[config.mk]
export PLATFORM = sky130hd
export DESIGN_NAME = ixc_assign_arb_72
export DESIGN_NICKNAME = d
export VERILOG_FILES = /design/src/rtl/ixc_assign_arb_72.sv
export SDC_FILE = /design/constraint.sdc
export NUM_CORES = 1
export LEC_CHECK = 0
export BUFFER_PORTS_ARGS = -buffer_cell sky130_fd_sc_hd__buf_2
export CAP_MARGIN = 20
export CORE_AREA = 2 2 154 156
export DETAILED_ROUTE_END_ITERATION = 7
export DIE_AREA = 0 0 156 158
export SYNTH_ARGS = -nofsm -noshare
export SYNTH_HDL_FRONTEND = slang
export SYNTH_SLANG_ARGS = --single-unit
[constraint.sdc]
create_clock -name clk -period 2.3 [get_ports clk]
set_clock_uncertainty 0.1 [all_clocks]
set_input_delay 0.345 -clock clk [delete_from_list [all_inputs] [get_ports clk]]
set_output_delay 0.345 -clock clk [all_outputs]
set_load 0.005 [all_outputs]
[src/rtl/ixc_assign_arb_72.sv]
// Four-requester round-robin arbiter feeding a one-entry 72-bit channel register.
// Optional macro IXC_ASSIGN_ARB_PARITY_EN enables byte-parity checking of accepted payloads.
//
// Handshake: a transfer happens on a rising edge where valid and ready are both 1.
// The data must be stable while valid is 1 and ready is 0. Ready may depend on valid.
module ixc_assign_arb_72 #(
  parameter int NREQ = 4,
  parameter int W    = 72
) (
  input  logic              clk,
  input  logic              rst_n,
  input  logic [NREQ-1:0]   req_valid,
  input  logic [NREQ*W-1:0] req_data,
  output logic [NREQ-1:0]   req_ready,
  output logic              out_valid,
  output logic [W-1:0]      out_data,
  output logic [1:0]        out_src,
  input  logic              out_ready,
  output logic [15:0]       xfer_cnt,
  output logic              par_err,
  output logic [1:0]        par_err_src
);

  typedef enum logic {EMPTY = 1'b0, FULL = 1'b1} state_t;

  state_t       state_q, state_d;
  logic [1:0]   rr_ptr;
  logic [1:0]   gnt_idx;
  logic [1:0]   scan_idx;
  logic         gnt_any;
  logic         can_load;
  logic         grant;
  logic [W-1:0] sel_data;

  // Scan from the highest offset down so the requester closest to rr_ptr wins.
  always_comb begin
    gnt_any  = 1'b0;
    gnt_idx  = rr_ptr;
    scan_idx = '0;
    for (int i = NREQ - 1; i >= 0; i--) begin
      scan_idx = rr_ptr + 2'(i);
      if (req_valid[scan_idx]) begin
        gnt_any = 1'b1;
        gnt_idx = scan_idx;
      end
    end
  end

  assign can_load  = (state_q == EMPTY) || out_ready;
  assign grant     = rst_n && can_load && gnt_any;
  assign req_ready = grant ? (NREQ'(1) << gnt_idx) : '0;
  assign sel_data  = req_data[int'(gnt_idx)*W +: W];

  always_ff @(posedge clk) begin
    if (!rst_n) state_q <= EMPTY;
    else        state_q <= state_d;
  end

  always_comb begin
    state_d = state_q;
    if (grant)                            state_d = FULL;
    else if (state_q == FULL && out_ready) state_d = EMPTY;
  end

  always_comb begin
    out_valid = (state_q == FULL);
  end

  always_ff @(posedge clk) begin
    if (!rst_n) begin
      out_data <= '0;
      out_src  <= '0;
      rr_ptr   <= '0;
      xfer_cnt <= '0;
    end else begin
      if (grant) begin
        out_data <= sel_data;
        out_src  <= gnt_idx;
        rr_ptr   <= gnt_idx + 2'd1;
      end
      if (out_valid && out_ready) xfer_cnt <= xfer_cnt + 16'd1;
    end
  end

`ifdef IXC_ASSIGN_ARB_PARITY_EN
  logic par_bad;

  always_comb begin
    par_bad = 1'b0;
    for (int k = 0; k < 8; k++) begin
      if (sel_data[64+k] != ^sel_data[8*k +: 8]) par_bad = 1'b1;
    end
  end

  // Only the first error records its source; the flag is sticky until reset.
  always_ff @(posedge clk) begin
    if (!rst_n) begin
      par_err     <= 1'b0;
      par_err_src <= '0;
    end else if (grant && par_bad && !par_err) begin
      par_err     <= 1'b1;
      par_err_src <= gnt_idx;
    end
  end
`else
  assign par_err     = 1'b0;
  assign par_err_src = 2'd0;
`endif

endmodule

## Word-level counts from Yosys, hierarchy flattened

Cells that the tools add are included.

- Bits in registers: 93
- Input bits: 295
- Output and inout bits: 98
- Logic and storage cells: 42

- Add/sub/neg operators: 5
- Multiply operators: 1
- Magnitude comparators: 4
- Shifts and indexed selects: 2
- Muxes and demuxes: 19
- Bitwise gates (word level): 1
- Reductions and logical operators: 5

Operator list:

| operator | number |
|---|---|
| variable part select 288 x 10 -> 72 bit | 1 |
| adder 16 x 1 -> 16 bit, second input constant | 1 |
| less-than comparator 2 x 3 -> 1 bit, second input constant | 4 |
| two-way mux 1 bit | 10 |
| binary-select mux 1 bit (select 2 bit) | 4 |
| two-way mux 2 bit | 4 |
| multiplier 2 x 4 -> 6 bit, second input constant | 1 |
| adder 2 x 1 -> 2 bit, second input constant | 2 |
| adder 2 bit, second input constant | 2 |
| two-way mux 4 bit | 1 |
| << shifter 1 x 2 -> 4 bit, first input constant | 1 |
| logical AND 1 bit | 3 |
| nonzero test 2 bit | 1 |
| logical OR 1 bit | 1 |
| inverter 1 bit | 1 |

## Logic depth before layout (Yosys ltp)

Gate-level depths: netlist (run 1).

- Depth after elaboration: 9
- Gate-level depth with buffers: 7
- Gate-level depth less buffers: 5

## Worst setup path before layout (run 1)

Ideal clock, no wire load.

- Kind: input to output
- Start: input port req_valid[2]
- End: output port req_ready[1]
- Arrival: 1378 ps
- Required time: 1855 ps
- Path slack: 477 ps
- Stages: 6
- Path buffers: 2
- Cell sequence: or2b_1 -> o21ai_1 -> a211o_2 -> buf_8 -> buf_6 -> nor2_1

- Word-level cells in the longest chain between the ends: 8
- Elaborated cells on any way between the ends: 19
- Classes of those cells: shift: 1; mux: 17; reduce/logical: 1

RTL lines:

| item | line | RTL |
|---|---|---|
| start, declared | 12 | `input logic [NREQ-1:0] req_valid,` |
| binary-select mux 1 bit (select 2 bit) | 42 | `if (req_valid[scan_idx]) begin` |
| two-way mux 1 bit (implied by the code) | 42 |  |
| two-way mux 2 bit or two-way mux 1 bit (tied branches) (4 in series) | 42 |  |
| << shifter 1 x 2 -> 4 bit or logical AND 1 bit (tied branches) | 51, 50 |  |
| two-way mux 4 bit (*) | 51 | `assign req_ready = grant ? (NREQ'(1) << gnt_idx) : '0;` |
| end, declared | 14 | `output logic [NREQ-1:0] req_ready,` |

Mark *: on every way between the ends. The rest lies on a longest branch, timed or not. The select of a mux whose other input is x is not followed.

## Worst setup path in the final report (run 1)

- Start: register rr_ptr[0]
- End: output port req_ready[3]

- Word-level cells in the longest chain between the ends: 9
- Elaborated cells on any way between the ends: 22
- Classes of those cells: add/sub: 3; shift: 1; mux: 17; reduce/logical: 1

RTL lines:

| item | line | RTL |
|---|---|---|
| start, declared | 27 | `logic [1:0] rr_ptr;` |
| start signal, assigned | 79 | `rr_ptr <= gnt_idx + 2'd1;` |
| adder 2 bit | 41 | `scan_idx = rr_ptr + 2'(i);` |
| binary-select mux 1 bit (select 2 bit) | 42 |  |
| two-way mux 1 bit (implied by the code) | 42 |  |
| two-way mux 2 bit or two-way mux 1 bit (tied branches) (4 in series) | 42 |  |
| << shifter 1 x 2 -> 4 bit or logical AND 1 bit (tied branches) | 51, 50 |  |
| two-way mux 4 bit (*) | 51 |  |

Marked as above.

==> results.md, run 1 <==
* Result of the run: finished, final reports clean
* Top_reg_cell synth: dfxtp_1
* Combinational family with the most area after synthesis: multiplexers
* Total number of nets in the final design at around 1.2k
* Leading cell types by total area after synthesis: dfxtp_1 35%, mux2i_1 27%, o221ai_1 11%, nand2_1 5.6%, buf_12 4.1%
* Maximum vdd ir drop at 300.3 uV
* Yosys warning total at 0
* Setup repair after global routing missed its margin: false
* Final setup viols at 0
* Slew of the pin with the lowest slew margin at between 500 and 600 ps
* Proportion of register bits with asynchronous set or reset after synthesis at 0%
* Number of buffers on the longest clock path at 2
* Final Hold Violating Endpoints at 0
* Final standard cell utilization of the core at about a third
* Total number of vias at 5521
* Count of mapped cells out of synthesis at 527
* Row cnt at 56
* Detail Route Antenna Nets at 0
* Critical Path End Type: primary output
* Sequential share of the synthesized area at a little over a third
* Number of flops mapped to enable cells by yosys at 0
* Worst slew slack as a fraction of its limit at about 66%
* Synthesized-area fraction occupied by and/or/nand/nor cells at 11.13%
* Count of fill cells added during filler insertion at between 2k and 2.5k
* P per Cell Area at approximately 710 nW/um^2
* Tot GR Track Use at between 10% and 20%
* Worst-path maximum fanout at 5
* Logic gate share of total power at 35.2%
* Detailed Place HPWL at approximately 14 mm
* Via count of the first global-routing pass at ~5.2k
* Width of the die at ~160 um
* Category of the critical setup timing path: reg -> out
* TritonCTS buffer count at 9
* Switching power at about 0.0018 W
* Clock network fraction of total power at between 20% and 30%
* Crit path launch type: flop
* Internal cell power at approximately 0.0038 W
* Worst hold path type: in -> reg
* Number of sinks driven by the clock tree at a little over 90
* Number of different library cells in the post-synthesis netlist at between 40 and 50
* Quantity of I/O buffers inserted on ports at roughly 390
* Area share of the leading cell type in the synthesized netlist at a little over a third
* Max Clock Freq at 459.3 MHz
* Worst path setup slack after routing at about 120 ps
* Post-Synth XOR/XNOR Area at approximately 2.1%
* Worst setup timing slack at the placement stage at around 110 ps
* Avg Synthesized Cell Area at about 10 sq um
* GR Overflow Total at 0
* Flops & latches, synth at 93
* Min Tclk post-route at around 2200 ps
* Mapped Area at 5329 sq um
* Crit share post-route at 94.65%
* Area grow syn2layout at 47.38%
* Number of max-capacitance violations reported at 0
* Net Sw Frac at 32.22%
* Detailed-route DRC error count at 0
* Most used standard cell by instance count after synthesis: mux2i_1
* # H-tree levels at 3
* Adder and majority cell fraction of the synthesized area at less than 1%
* Critical path arrival at 1730 ps
* Share of total power in sequential cells at between 30% and 40%
* Fraction of layout instances using a drive strength above 1 at between 40% and 50%
* Number of antenna violations at the first check in global routing at 1
* TritonCTS clock tree: done
* Die footprint at approximately 25000 sq um
* Wire length of the first global-routing pass at 26.38 mm
* Mux share of post-synthesis cell area at between 20% and 30%
* Endpoint required time on the critical path at 1860 ps
* Cell type with the highest aggregate area in the netlist: dfxtp_1
* Height of the die at 158 um
* Starting DRT DRC Count at around 210
* Static leakage power at 4.176 nW
* Clock Tree Root: clkbuf_16
* Starting Density at between 20% and 30%
* Last weighted congestion value of the routability-driven placer at around 0.80
* Post-CTS clock slew at the launch and capture registers of the worst setup and hold paths at around 80 ps
* Number of inserted diodes at 0
* Total Negative Setup Slacks at 0 ps
* Final count of pins violating max slew at 0
* Count of TritonRoute iterations in the first routing pass at 4
* Vias per inst at 4.563
* Final routed wire length divided by cell count at roughly 15 um
* Compound-Gate Fraction of Synth Area at about 15%
* Clock insertion delay at the later pin of the skew report at roughly 350 ps
* Ports placed on the boundary at 393
* Floorplan core area at 23050 sq um
* Maximum number of pins on one net before global-route repair at between 40 and 50
* Most frequent cells after synthesis: 146 x mux2i_1, 93 x dfxtp_1, 80 x nand2_1
* Final wirelength at ~18 mm
path summary, 6_finish.rpt:
kind,from,endpoint,slack (ps),depth (start not counted)
worst max-delay path,rr_ptr[0],req_ready[3],120,7
worst min-delay path,req_data[221],out_data[5],200,3
worst max register to register,rr_ptr[1],out_data[57],350,7
worst min register to register,out_data[40],out_data[40],360,2
state kept, by name (all words and copies together) (netlist names):
signal and cells:
out_valid 1, xfer_cnt 16, rr_ptr 2, out_src 2, out_data 72
critical path, cell delays in order, from the launching register on:
cell and delay (ps):
dfxtp_2 340, or2b_1 230, buf_4 140, a31oi_4 170
buf_4 160, nand3_4 100, nor2_1 100, buf_2 140
layout by cell type, fill, tap and decap left out, types with 3 or more instances in the layout:
cell type,n
and2_1,13
buf_12,6
clkbuf_16,9
nor2_1,4
xor2_1,3
a21oi_1,3
o221ai_2,4
o21ai_0,4
xnor2_1,10
buf_4,25
or3_1,4
inv_1,6
nand4_1,4
buf_2,389
conb_1,3
dfxtp_1,91
a21boi_0,3
o221ai_1,68
and3_1,3
nand2_1,80
nand3_1,6
mux2i_1,146
power groups by stage:
stage               registers [W]  logic [W]  clock network (W)
floorplan                 0.00205    0.00130                  0
CTS                       0.00201    0.00198            0.00169
finish                    0.00202    0.00197            0.00160
global placement          0.00204    0.00196                  0
detailed placement        0.00204    0.00197                  0
global route              0.00205    0.00213            0.00173
final cells by class:
| type | instances | area (sq um) | area share (%) |
|---|---|---|---|
| clock buffer | 9 | 225.2 | 2.868 |
| clock inverter | 7 | 87.58 | 1.115 |
| inverter | 7 | 26.28 | 0.3346 |
| multi-input combinational | 384 | 3030 | 38.59 |
| sequential | 93 | 1867 | 23.77 |
| tap | 290 | 362.8 | 4.620 |
| timing repair buffer | 420 | 2255 | 28.71 |
per-stage QoR:
stage,area (sq um),hold WS (ps),std cells,power [W]
after CTS,7826,177.7,1208,0.005684
after global routing,7854,180.2,1210,0.005915
after floorplan,5336,356.8,529,0.003354
final,7854,199.2,1210,0.005586
after global placement,7502,337.5,1192,0.003998
after detailed placement,7502,341.0,1192,0.004018
routing by layer:
layer / part of all wire (%) / track usage [%] / wire length, um / vias up
met5: 0 / 0 / 0 / -
met4: 1.6 / 4.063 / 282 / 0
met3: 6.9 / 3.285 / 1246 / 16
met2: 49 / 24.38 / 8951 / 223
met1: 42 / 16.07 / 7639 / 2538
li1: - / - / - / 2744
timing repair:
item	CTS	global route
setup endpoints to repair	2	4
cloned	0	0
pin swaps	0	1
buffers inserted	0	2
hold buffers	0	0
gates resized for setup	4	3
cells by family (layout without fill, tap and decap cells):
| kind of cell | after synthesis | after routing |
|---|---|---|
| DFF | 93 | 93 |
| AOI/OAI and AO/OA | 92 | 92 |
| muxes | 146 | 146 |
| other | 1 | 3 |
| adders and majority gates | 1 | 1 |
| and+or+nand+nor | 129 | 129 |
| xor gates and xnor gates | 13 | 13 |
| buffers and inverters | 52 | 443 |
No activity file was read; power rests on OpenSTA's default activity.
==> inputs of run 2 (changes only) <==
--- a/config.mk
+++ b/config.mk
@@ -10,6 +10,7 @@
 export CORE_AREA = 2 2 154 156
 export DETAILED_ROUTE_END_ITERATION = 7
 export DIE_AREA = 0 0 156 158
+export PLACE_DENSITY_LB_ADDON = 0.1
 export SYNTH_ARGS = -nofsm -noshare
 export SYNTH_HDL_FRONTEND = slang
 export SYNTH_SLANG_ARGS = --single-unit
==> run 2 against run 1 <==
  * Sequential share of layout area fell by 0.40 points
  * Via count fell by 1.3%
  * Core utilization rose by 0.53 points
  * Non-clock buffer count rose by 4
  * Die area did not move
  * Clock power rose by 13%
  * Total power rose by 5.3%
  * First-iteration DRC count fell by 7.1%
  * Combinational power rose by 5%
  * Critical path depth did not move
  * Critical endpoint is now req_ready[1]
  * Largest cell class unchanged
==> results.md, run 2 (synthesis gave the netlist of run 1 again) <==
* Result of the run: finished, final reports clean
* Worst R2R Start: rr_ptr[0]
* Post-CTS clock slew at the launch and capture registers of the worst setup and hold paths at 80 ps (about the same)
* Final routed wire length divided by cell count at 16.67 um (+11%)
* Ports placed on the boundary at 393 (unchanged)
* Net Sw Frac at 30.77% (-1.4 points)
* Max Clock Freq at 461.9 MHz (+0.56%)
* Maximum number of pins on one net before global-route repair at 40 (-7.0%)
* Reg with most FFs: out_data
* Last weighted congestion value of the routability-driven placer at 0.7502 (-5.9%)
* Final setup viols at 0 (unchanged)
* P per Cell Area at 737.1 nW/um^2 (+3.6%)
* Number of standard cells in the layout, taps in and fillers out at 1215 (+0.41%)
* CP Cell Sequence: nand2b_1, a21oi_2, a31oi_2, or2_4, buf_12, nor2_1, buf_2
* Hold path startpoint: req_data[259]
* Vias per inst at 4.483 (-1.7%)
* Die footprint at 24650 sq um (unchanged)
* Final Hold Violating Endpoints at 0 (unchanged)
* Floorplan core area at 23050 sq um (unchanged)
* Biggest regs: out_data (72), xfer_cnt (16)
* R2R Setup Slk at 290 ps (-60 ps)
* Leading cell type in the layout, fill and taps excluded: buf_2
* Number of logic stages on the critical path including buffering at 7 (unchanged)
* Clock network fraction of total power at 30.7% (+2.0 points)
* Detailed-route DRC error count at 0 (unchanged)
* Total number of nets in the final design at 1215 (+0.33%)
* Worst setup timing slack at the placement stage at 135.9 ps (+25.16 ps)
* Detailed Place HPWL at 15.74 mm (+9.2%)
* Number of buffers inserted for hold repair after clock tree synthesis at 0 (unchanged)
* Logic gate share of total power at 35.1% (about the same)
* Crit-path leading delay family: simple AND/OR/NAND/NOR gates
* Critical path arrival at 1720 ps (about the same)
* Starting Density at 23.12% (unchanged)
* Slowest cell delay on critical path at 340 ps (about the same)
* Switching power at 0.001809 W (+0.54%)
* Area grow syn2layout at 49.68%
* Total Negative Setup Slacks at 0 ps (unchanged)
* Slowest cell on crit path: dfxtp_2
* Critical R2R Capture: out_data[30]
* Crit path buffers/inverters at 2 (-1)
* Hold Crit Depth at 3 (unchanged)
* Final worst hold slack at 204.2 ps (+5.050 ps)
* Row cnt at 56 (unchanged)
* Share of total power in sequential cells at 34.2% (-1.9 points)
* Total number of vias at 5447 (-1.3%)
* Static leakage power at 4.234 nW (+1.4%)
* Final wirelength at 20.25 mm (+12%)
* Final count of pins violating max slew at 0 (unchanged)
* Detail Route Antenna Nets at 0 (unchanged)
* Number of sinks driven by the clock tree at 93 (unchanged)
* Crit path launch type: flop
* Width of the die at 156 um (unchanged)
* Slew of the pin with the lowest slew margin at 512.7 ps (+5.015 ps)
* Fraction of layout instances using a drive strength above 1 at 49.24% (+0.22 points)
* Cell count of the worst reg-to-reg path at 8 (+1)
* Number of antenna violations at the first check in global routing at 0 (-1)
* Most frequent cells in the layout: 389 x buf_2, 146 x mux2i_1, 91 x dfxtp_1
* Height of the die at 158 um (unchanged)
* Internal cell power at 0.004070 W (+7.5%)
* Endpoint required time on the critical path at 1860 ps (about the same)
* Worst slew slack as a fraction of its limit at 65.50% (-0.34 points)
* Crit share post-route at 94.12% (-0.53 points)
* Worst path setup slack after routing at 135.2 ps (+12.21 ps)
* Clock Tree Root: clkbuf_16
* Largest register FFs at 72 (unchanged)
* TritonCTS clock tree: done
* Tot GR Track Use at 15.09% (+1.5 points)
* Wire length of the first global-routing pass at 28.82 mm (+9.3%)
* Count of TritonRoute iterations in the first routing pass at 6 (+2)
* Category of the critical setup timing path: reg -> out
* Setup repair after global routing missed its margin: false
* TritonCTS buffer count at 9 (unchanged)
* GR Overflow Total at 0 (unchanged)
* Maximum vdd ir drop at 403.0 uV (+34%)
* Worst-path maximum fanout at 9 (+4)
* Clock insertion delay at the later pin of the skew report at 350 ps (about the same)
* Cells after DPL at 1195 (+0.25%)
* Number of max-capacitance violations reported at 0 (unchanged)
* Terminating pin of the worst hold path: out_data[43]
* Critical Path End Type: primary output
* Quantity of I/O buffers inserted on ports at 389 (unchanged)
* Count of fill cells added during filler insertion at 2452 (+1.9%)
* Via count of the first global-routing pass at 5305 (+2.6%)
* Starting DRT DRC Count at 197 (-7.1%)
* Number of buffers on the longest clock path at 2 (unchanged)
* Worst hold path type: in -> reg
* Min Tclk post-route at 2165 ps (-12.22 ps)
* # H-tree levels at 3 (unchanged)
run 2: cell count changes in the layout (fill, tap and decap cells not counted), sizes merged:
cell,delta
buf,+3
clkbuf,+2
inv,-2
bufinv,+2
diode,+1
clkinv,-1
run 2: worst max path at each step:
stage | from | end | slack [ps]
final | rr_ptr[0] | req_ready[1] | 140
after global routing | rr_ptr[0] | req_ready[1] | 8
after CTS | out_valid | req_ready[1] | 3
after detailed placement | req_valid[2] | out_data[55] | 140
after global placement | req_valid[2] | out_data[55] | 70
after floorplan | req_valid[2] | req_ready[1] | 480
run 2: routing by layer:
metal  track usage [%]  up-vias  wire length [um]  share of wire (%)
li1                  -     2757                 -                  -
met1             17.02     2438              8094                 40
met2             27.75      229             10360                 51
met3             4.161       23              1504                7.4
met4             4.412        0               291                1.4
met5                 0        -                 0                  0
run 2: metrics by stage:
| stage | total power (W) | instance area (sq um) | util, % |
|---|---|---|---|
| 2_1_floorplan | 0.003354 | 5336 | - |
| 3_3_place_gp | 0.004112 | 7562 | 32.81 |
| 3_5_place_dp | 0.004098 | 7562 | 32.81 |
| 4_1_cts | 0.005948 | 7918 | 34.35 |
| 5_1_grt | 0.006230 | 7974 | 34.59 |
| 6_report | 0.005880 | 7976 | 34.60 |
run 2: final cells by class:
class,instances,area (sq um),area share (%)
flip-flops and latches,93,1864,23.37
clock inverters,6,116.4,1.459
multi-input cells,384,3025,37.93
diodes,1,2.502,0.03137
clock buffers,10,239.0,2.996
well taps,290,362.8,4.549
repair buffers,424,2340,29.33
inverters,7,26.28,0.3294
run 2: repair_timing:
action | in CTS | in global routing
setup buffers | 0 | 2
resized for setup | 0 | 5
setup endpoints to repair | 0 | 3
run 2: worst reg2reg max path, cell delays in order (launching register included):
cell and delay (ps):
dfxtp_2 340, or2b_1 240, o21ai_1 140, a211o_4 200
buf_4 120, buf_12 150, buf_4 210, mux2i_1 250
o221ai_1 130
run 2: power groups by stage:
stage	sequential (W)	clock, W	combinational [W]
CTS	0.00201	0.00188	0.00206
floorplan	0.00205	0	0.00130
finish	0.00201	0.00181	0.00206
detailed placement	0.00204	0	0.00205
global placement	0.00205	0	0.00207
global route	0.00204	0.00195	0.00224
